--- src/rtl/uart_tx_arbiter.sv ---
// Message-level two-port arbiter in front of uart_tx, with a one-byte holding register.
// Build options: UART_ARB_PRIORITY_EN (fixed priority to port 0), UART_ARB_TIMEOUT_EN (stall release).
module uart_tx_arbiter #(
  parameter logic [15:0] TIMEOUT = 16'd1000
) (
  input  logic       clock,
  input  logic       reset,
  input  logic       req0,
  input  logic [7:0] data0,
  input  logic       last0,
  output logic       ack0,
  input  logic       req1,
  input  logic [7:0] data1,
  input  logic       last1,
  output logic       ack1,
  input  logic       tx_sendable,
  output logic       tx_sendreq,
  output logic [7:0] tx_data,
  output logic       busy,
  output logic       grant
);

  typedef enum logic {IDLE, GRANT} state_t;

  state_t     state_q, state_d;
  logic       grant_q, grant_d;
  logic       tx_sendreq_q, tx_sendreq_d;
  logic [7:0] tx_data_q, tx_data_d;

  logic       slot_free;
  logic       req_g;
  logic       last_g;
  logic [7:0] data_g;
  logic       ack_g;
  logic       winner;

`ifdef UART_ARB_TIMEOUT_EN
  logic [15:0] stall_cnt_q, stall_cnt_d;
`else
  logic unused_timeout;
  assign unused_timeout = ^TIMEOUT;
`endif

  always_comb begin
    slot_free = !tx_sendreq_q || tx_sendable;
    req_g     = grant_q ? req1  : req0;
    last_g    = grant_q ? last1 : last0;
    data_g    = grant_q ? data1 : data0;
    ack_g     = (state_q == GRANT) && req_g && slot_free;

`ifdef UART_ARB_PRIORITY_EN
    winner = !req0;
`else
    // With both requesting, alternate away from the previous grantee.
    winner = (req0 && req1) ? !grant_q : req1;
`endif

    state_d      = state_q;
    grant_d      = grant_q;
    tx_sendreq_d = tx_sendreq_q;
    tx_data_d    = tx_data_q;

    // A load on the same edge as a drain simply replaces the held byte.
    if (ack_g) begin
      tx_data_d    = data_g;
      tx_sendreq_d = 1'b1;
    end else if (tx_sendreq_q && tx_sendable) begin
      tx_sendreq_d = 1'b0;
    end

    case (state_q)
      IDLE: begin
        if (req0 || req1) begin
          state_d = GRANT;
          grant_d = winner;
        end
      end
      GRANT: begin
        if (ack_g && last_g) begin
          state_d = IDLE;
        end
      end
      default: state_d = IDLE;
    endcase

`ifdef UART_ARB_TIMEOUT_EN
    stall_cnt_d = 16'd0;
    if (state_q == GRANT && !ack_g) begin
      stall_cnt_d = stall_cnt_q;
      if (!req_g) begin
        stall_cnt_d = stall_cnt_q + 16'd1;
        if (stall_cnt_d == TIMEOUT) begin
          state_d     = IDLE;
          stall_cnt_d = 16'd0;
        end
      end
    end
`endif
  end

  always_ff @(posedge clock) begin
    if (reset) begin
      state_q      <= IDLE;
      grant_q      <= 1'b1;
      tx_sendreq_q <= 1'b0;
      tx_data_q    <= 8'h00;
`ifdef UART_ARB_TIMEOUT_EN
      stall_cnt_q  <= 16'd0;
`endif
    end else begin
      state_q      <= state_d;
      grant_q      <= grant_d;
      tx_sendreq_q <= tx_sendreq_d;
      tx_data_q    <= tx_data_d;
`ifdef UART_ARB_TIMEOUT_EN
      stall_cnt_q  <= stall_cnt_d;
`endif
    end
  end

  assign ack0       = ack_g && !grant_q;
  assign ack1       = ack_g && grant_q;
  assign tx_sendreq = tx_sendreq_q;
  assign tx_data    = tx_data_q;
  assign busy       = (state_q == GRANT);
  assign grant      = grant_q;

endmodule

--- config.mk ---
export PLATFORM = sky130hd
export DESIGN_NAME = uart_tx_arbiter
export DESIGN_NICKNAME = d
export VERILOG_FILES = /design/src/rtl/uart_tx_arbiter.sv
export SDC_FILE = /design/constraint.sdc
export NUM_CORES = 1
export LEC_CHECK = 0
export ABC_AREA = 1
export CAP_MARGIN = 20
export CORE_AREA = 10 10 48 58
export DETAILED_ROUTE_END_ITERATION = 10
export DIE_AREA = 0 0 58 68
export HOLD_SLACK_MARGIN = 0.03
export PLACE_DENSITY = 0.74
export SLEW_MARGIN = 20
export SYNTH_ARGS = -nofsm -noshare
export SYNTH_HDL_FRONTEND = slang
export SYNTH_SLANG_ARGS = --single-unit
--- constraint.sdc ---
create_clock -name clock -period 1.51 [get_ports clock]
set_input_delay 0.2265 -clock clock [delete_from_list [all_inputs] [get_ports clock]]
set_output_delay 0.2265 -clock clock [all_outputs]
set_load 0.02 [all_outputs]
======== Word level (Yosys, flattened, before mapping) ========
Cells that the tools add are included.
storage, ports and cells
  register bits ........................... 11
  input bits .............................. 23
  output and inout bits ................... 13
  word-level logic and storage cells ...... 27
operators by class
  muxes and demuxes ....................... 9
  bitwise gates (word level) .............. 1
  reductions and logical operators ........ 13
operators by type and width
  kind               number
  $mux 8             1
  $logic_and 1x1->1  7
  $mux 1             7
  $logic_not 1->1    2
  $logic_or 1x1->1   2
  $pmux 1 s2         1
  $reduce_and 2->1   1
  $reduce_bool 2->1  1
  $not 1->1          1

======== Depth between registers and ports, before layout ========
  depth in word-level cells ............... 6
  depth in mapped cells ................... 7
  depth with buffers taken out ............ 7

======== Worst setup path after synthesis ========
OpenSTA, ideal clock, no wires.
  path type ............................... register -> output
  start ................................... reg grant_q, in the netlist grant
  end ..................................... out ack0
  data arrival time ....................... 1.266 ns
  data required time ...................... 1.283 ns
  slack ................................... 0.017 ns
  stages on the path, launching flop included .. 7
  buffers on the path ..................... 0
  cells stage by stage .................... dfxtp_1 inv_2 nand2_2 nand3_4 nor2_8 inv_2 nor2_1
on the way
  cells in the longest elaborated chain, start to end .. 4
  elaborated cells on any way between the ends .. 5
  those cells by class .................... mux (1); reduce/logical (4)
ends and longest elaborated chain
  element                         RTL line  text
  start: declaration              26        logic grant_q, grant_d;
  start signal: assignment        112       grant_q <= grant_d;
  $mux 1                          46        req_g = grant_q ? req1 : req0;
  $logic_and 1x1->1 (2 in a row)  49        ack_g = (state_q == GRANT) && req_g && slot_free;
  $logic_and 1x1->1 *             121       assign ack0 = ack_g && !grant_q;
  end: declaration                11        output logic ack0,
Every way passes the cells marked *; elsewhere a longest branch is shown, timed or not.

======== Final worst setup path ========
  start ................................... reg tx_data_q[2], in the netlist tx_data[2]
  end ..................................... out tx_data[2]
RTL lines
  element                   RTL line  text
  start: declaration        28        logic [7:0] tx_data_q, tx_data_d;
  start signal: assignment  114       tx_data_q <= tx_data_d;
  end: declaration          18        output logic [7:0] tx_data,
No word-level cell between the ends.

==> impl_table.tex <==
\begin{tabular}{lr}
\hline
Metric & Value \\
\hline
\multicolumn{2}{l}{\textbf{Pwr}} \\
Static Leak & roughly 0.00050 uW \\
Cell Pwr Density & 836 nW/um2 \\
Maximum vdd ir drop & about 0.44 mV \\
Total Power & approximately 860 uW \\
\multicolumn{2}{l}{\textbf{Synthesis}} \\
Number of warnings printed during yosys synthesis & 0 \\
Synth cell types & 15 \\
Synth top area share & 0.389 \\
Area of the mapped netlist & 567 um2 \\
Average cell area after synthesis & 6.44 um2 \\
Multiplexer share of the synthesized area & 0 \\
Synthesized netlist cell count & 88 \\
Count of flip-flops with a built-in enable after synthesis & 0 \\
Area leader, netlist & sky130\_fd\_sc\_hd\_\_dfxtp\_1 \\
Top cells by area, synth & sky130\_fd\_sc\_hd\_\_dfxtp\_1 39\%, sky130\_fd\_sc\_hd\_\_nand2\_1 21\%, sky130\_fd\_sc\_hd\_\_nor2\_1 12\%, sky130\_fd\_sc\_hd\_\_o21ai\_1 6.2\%, sky130\_fd\_sc\_hd\_\_inv\_1 4.0\% \\
Share of the synthesized area in compound gates (AO/OA/AOI/OAI) & 0.119 \\
Post-synthesis net count & 111 \\
Fraction of the mapped netlist area in simple logic gates & 0.422 \\
Dominant combinational cell family by area after synthesis & simple AND/OR/NAND/NOR gates \\
XOR/XNOR share of the synthesized area & 0 \\
Top-count cell post-synth & sky130\_fd\_sc\_hd\_\_nand2\_1 \\
Most instantiated flip-flop cell in the synthesis netlist & sky130\_fd\_sc\_hd\_\_dfxtp\_1 \\
Arithmetic-cell share of the synthesized area counting full adders, half adders and majority gates & 0 \\
Number of flip-flops and latches in the synthesized netlist & 11 \\
Most numerous cell types in the synthesized netlist & 31 x sky130\_fd\_sc\_hd\_\_nand2\_1, 18 x sky130\_fd\_sc\_hd\_\_nor2\_1, 11 x sky130\_fd\_sc\_hd\_\_dfxtp\_1 \\
Post-synthesis async set-or-reset flop share & 0 \\
Sequential cell area fraction in the yosys report & 0.389 \\
\multicolumn{2}{l}{\textbf{Timing}} \\
Final critical-path share of the clock period & 0.974 \\
Minimum setup slack in the final design & about 0.039 ns \\
Number of failing setup endpoints in the final timing report & 0 \\
Worst-Margin Slew & between 0.2 and 0.3 ns \\
Setup TNS Final & 0 ns \\
Fin Clk Skew & about 0.0052 ns \\
Fin crit period & 1.47 ns \\
Achievable clock frequency & 0.680 GHz \\
Final Hold Viols & 0 \\
Final-report max-slew violation count & 0 \\
Max-Slew Margin vs Limit & 0.831 \\
\multicolumn{2}{l}{\textbf{Critical path}} \\
Worst EP arrival & between 1 and 1.5 ns \\
Cell family with most CP delay & buffers and inverters \\
Critical setup path kind & reg2out \\
Crit-path cells & clkdlybuf4s50\_1 \\
Category of the worst setup path launch point & flop \\
Data required time of the worst path & 1.28 ns \\
Critical path's slowest cell & sky130\_fd\_sc\_hd\_\_clkdlybuf4s50\_1 \\
Worst path max stage delay & 0.64 ns \\
Maximum fanout encountered on the critical timing path & 2 \\
Nature of the critical path endpoint & output port \\
Critical path buffer and inverter count & 1 \\
\multicolumn{2}{l}{\textbf{Placed design}} \\
Placed cells & approximately 150 \\
Worst slack after detailed placement & -0.544 ns \\
Post-detail-place hpwl & around 1.7 mm \\
Placed standard-cell area & 983 um2 \\
RePlAce Congestion & 0.860 \\
Number of input and output port buffers inserted & 35 \\
\multicolumn{2}{l}{\textbf{Die}} \\
Die X-Extent & about 58 um \\
Area inside the core boundary & roughly 1700 um2 \\
Std-Cell Rows & 17 \\
Full die area & just under 4000 um2 \\
Number of primary I/O pins & 36 \\
Die Height & 68 um \\
Effective utilization at floorplan & 0.325 \\
\multicolumn{2}{l}{\textbf{Clock network}} \\
Clock latency at the later pin of the worst-skew pair & about 0.26 ns \\
Sink Count & 11 \\
Clock tree buffer depth & 2 \\
CTS buffer count & 3 \\
Depth of the CTS H-tree & 1 \\
Clock Root Buffer & sky130\_fd\_sc\_hd\_\_clkbuf\_4 \\
Count of hold-fix buffers inserted at cts & 0 \\
Clock tree from TritonCTS & yes \\
Clock-pin slew reported for the worst setup and hold paths after clock tree synthesis & approximately 0.07 ns \\
\multicolumn{2}{l}{\textbf{GRT}} \\
Maximum number of pins on one net before global-route repair & 12 \\
Overall track demand over capacity in global routing & 0.109 \\
Wire length of the first global-routing pass & 3.36 mm \\
Number of antenna violations at the first check in global routing & 0 \\
Aggregate global routing overflow & 0 \\
Number of global-route vias before repair & 745 \\
\multicolumn{2}{l}{\textbf{Routing}} \\
Average vias per placed instance & around 4.6 \\
Routed wirelength normalized by instance count & 13.6 um \\
DR iter-0 viols & 11 \\
Count of unresolved DRC violations after routing & 0 \\
Detailed-route via count & $\sim$690 \\
DRT antenna net count & 0 \\
TritonRoute pass-1 iters & 4 \\
Detailed-route wire length & just over 2 mm \\
\multicolumn{2}{l}{\textbf{Finish}} \\
Area growth from synthesis to final layout & 81.0\% \\
Number of antenna repair diodes & 0 \\
Non-Filler Instances & about 150 \\
Share of final-layout standard cells stronger than drive strength 1 & 0.180 \\
NumNets Final & 157 \\
Final Instance Area & between 1000 and 1500 um2 \\
\multicolumn{2}{l}{\textbf{Outcome}} \\
Result of the run & completed \\
\multicolumn{2}{l}{\textbf{Min path}} \\
Worst hold path type & in2reg \\
\multicolumn{2}{l}{\textbf{Job}} \\
Max capacitance violation total & 0 \\
\hline
\end{tabular}
## power breakdown
| group | internal [uW] | switching [uW] | leakage (uW) |
|---|---|---|---|
| Clock | 102 | 95.1 | 0.0000150 |
| Sequential | 319 | 20.5 | 0.0000908 |
| Combinational | 161 | 160 | 0.000399 |
## layer usage
layer | vias to the layer above | global-route usage | wire (um) | part of all wire
li1 | 363 | - | - | -
met1 | 302 | 0.102 | 782 | 0.38
met2 | 24 | 0.200 | 1090 | 0.53
met3 | 4 | 0.0241 | 131 | 0.063
met4 | 0 | 0.0882 | 60 | 0.029
met5 | - | 0 | 0 | 0
## tightest hold or removal path, stage by stage
cell,delay [ns]
sky130_fd_sc_hd__dlymetal6s2s_1,0.08
sky130_fd_sc_hd__inv_1,0.05
sky130_fd_sc_hd__nand2_2,0.08
sky130_fd_sc_hd__a21oi_1,0.08
## cell usage in the layout, fill, tap and decap left out, types with 3 or more instances in the layout
cell	synthesis	layout
sky130_fd_sc_hd__clkbuf_4	0	3
sky130_fd_sc_hd__clkdlybuf4s50_1	0	28
sky130_fd_sc_hd__nor2_1	18	18
sky130_fd_sc_hd__nand2_1	31	29
sky130_fd_sc_hd__dlygate4sd2_1	0	4
sky130_fd_sc_hd__inv_2	2	4
sky130_fd_sc_hd__dfxtp_1	11	10
sky130_fd_sc_hd__a21oi_1	3	3
sky130_fd_sc_hd__o21ai_1	7	7
sky130_fd_sc_hd__inv_1	6	3
sky130_fd_sc_hd__buf_4	0	10
## cell families after synthesis
| family | count (synthesis) |
|---|---|
| flip-flops | 11 |
| AO/OA/AOI/OAI | 13 |
| AND/OR/NAND/NOR | 54 |
| buffers and inverters | 10 |
## area by class of cell
class	count	area [um2]
clock buffers	4	26.3
repair buffers	43	403
flip-flops and latches	11	224
well taps	19	23.8
inverters	8	32.5
multi-input cells	67	317
fillers	191	718
## final timing paths
check | slack (ns) | from | to | cells after the start
worst min register to register | 0.50 | tx_data[1] | tx_data[1] | 2
worst max register to register | 0.32 | grant | tx_data[0] | 8
worst max-delay path | 0.04 | tx_data[2] | tx_data[2] | 1
worst min-delay path | 0.31 | tx_sendable | tx_sendreq | 4
## through the flow
stage | hold slack, ns | utilization
floorplan | 0.296 | -
global placement | 0.481 | 0.564
detailed placement | 0.494 | 0.564
CTS | 0.470 | 0.575
global route | 0.318 | 0.588
finish | 0.312 | 0.588
## sequential cells by signal, summed over array words and instances, names as in the netlist
signal	count
busy	1
tx_sendreq	1
grant	1
tx_data	8
## what timing repair did
action                     in CTS  in global routing
buffers inserted                0                  1
gates resized for setup        19                  5
setup endpoints to repair       4                  2
pin swaps                       2                  3
(Power assumes the default switching activity.)
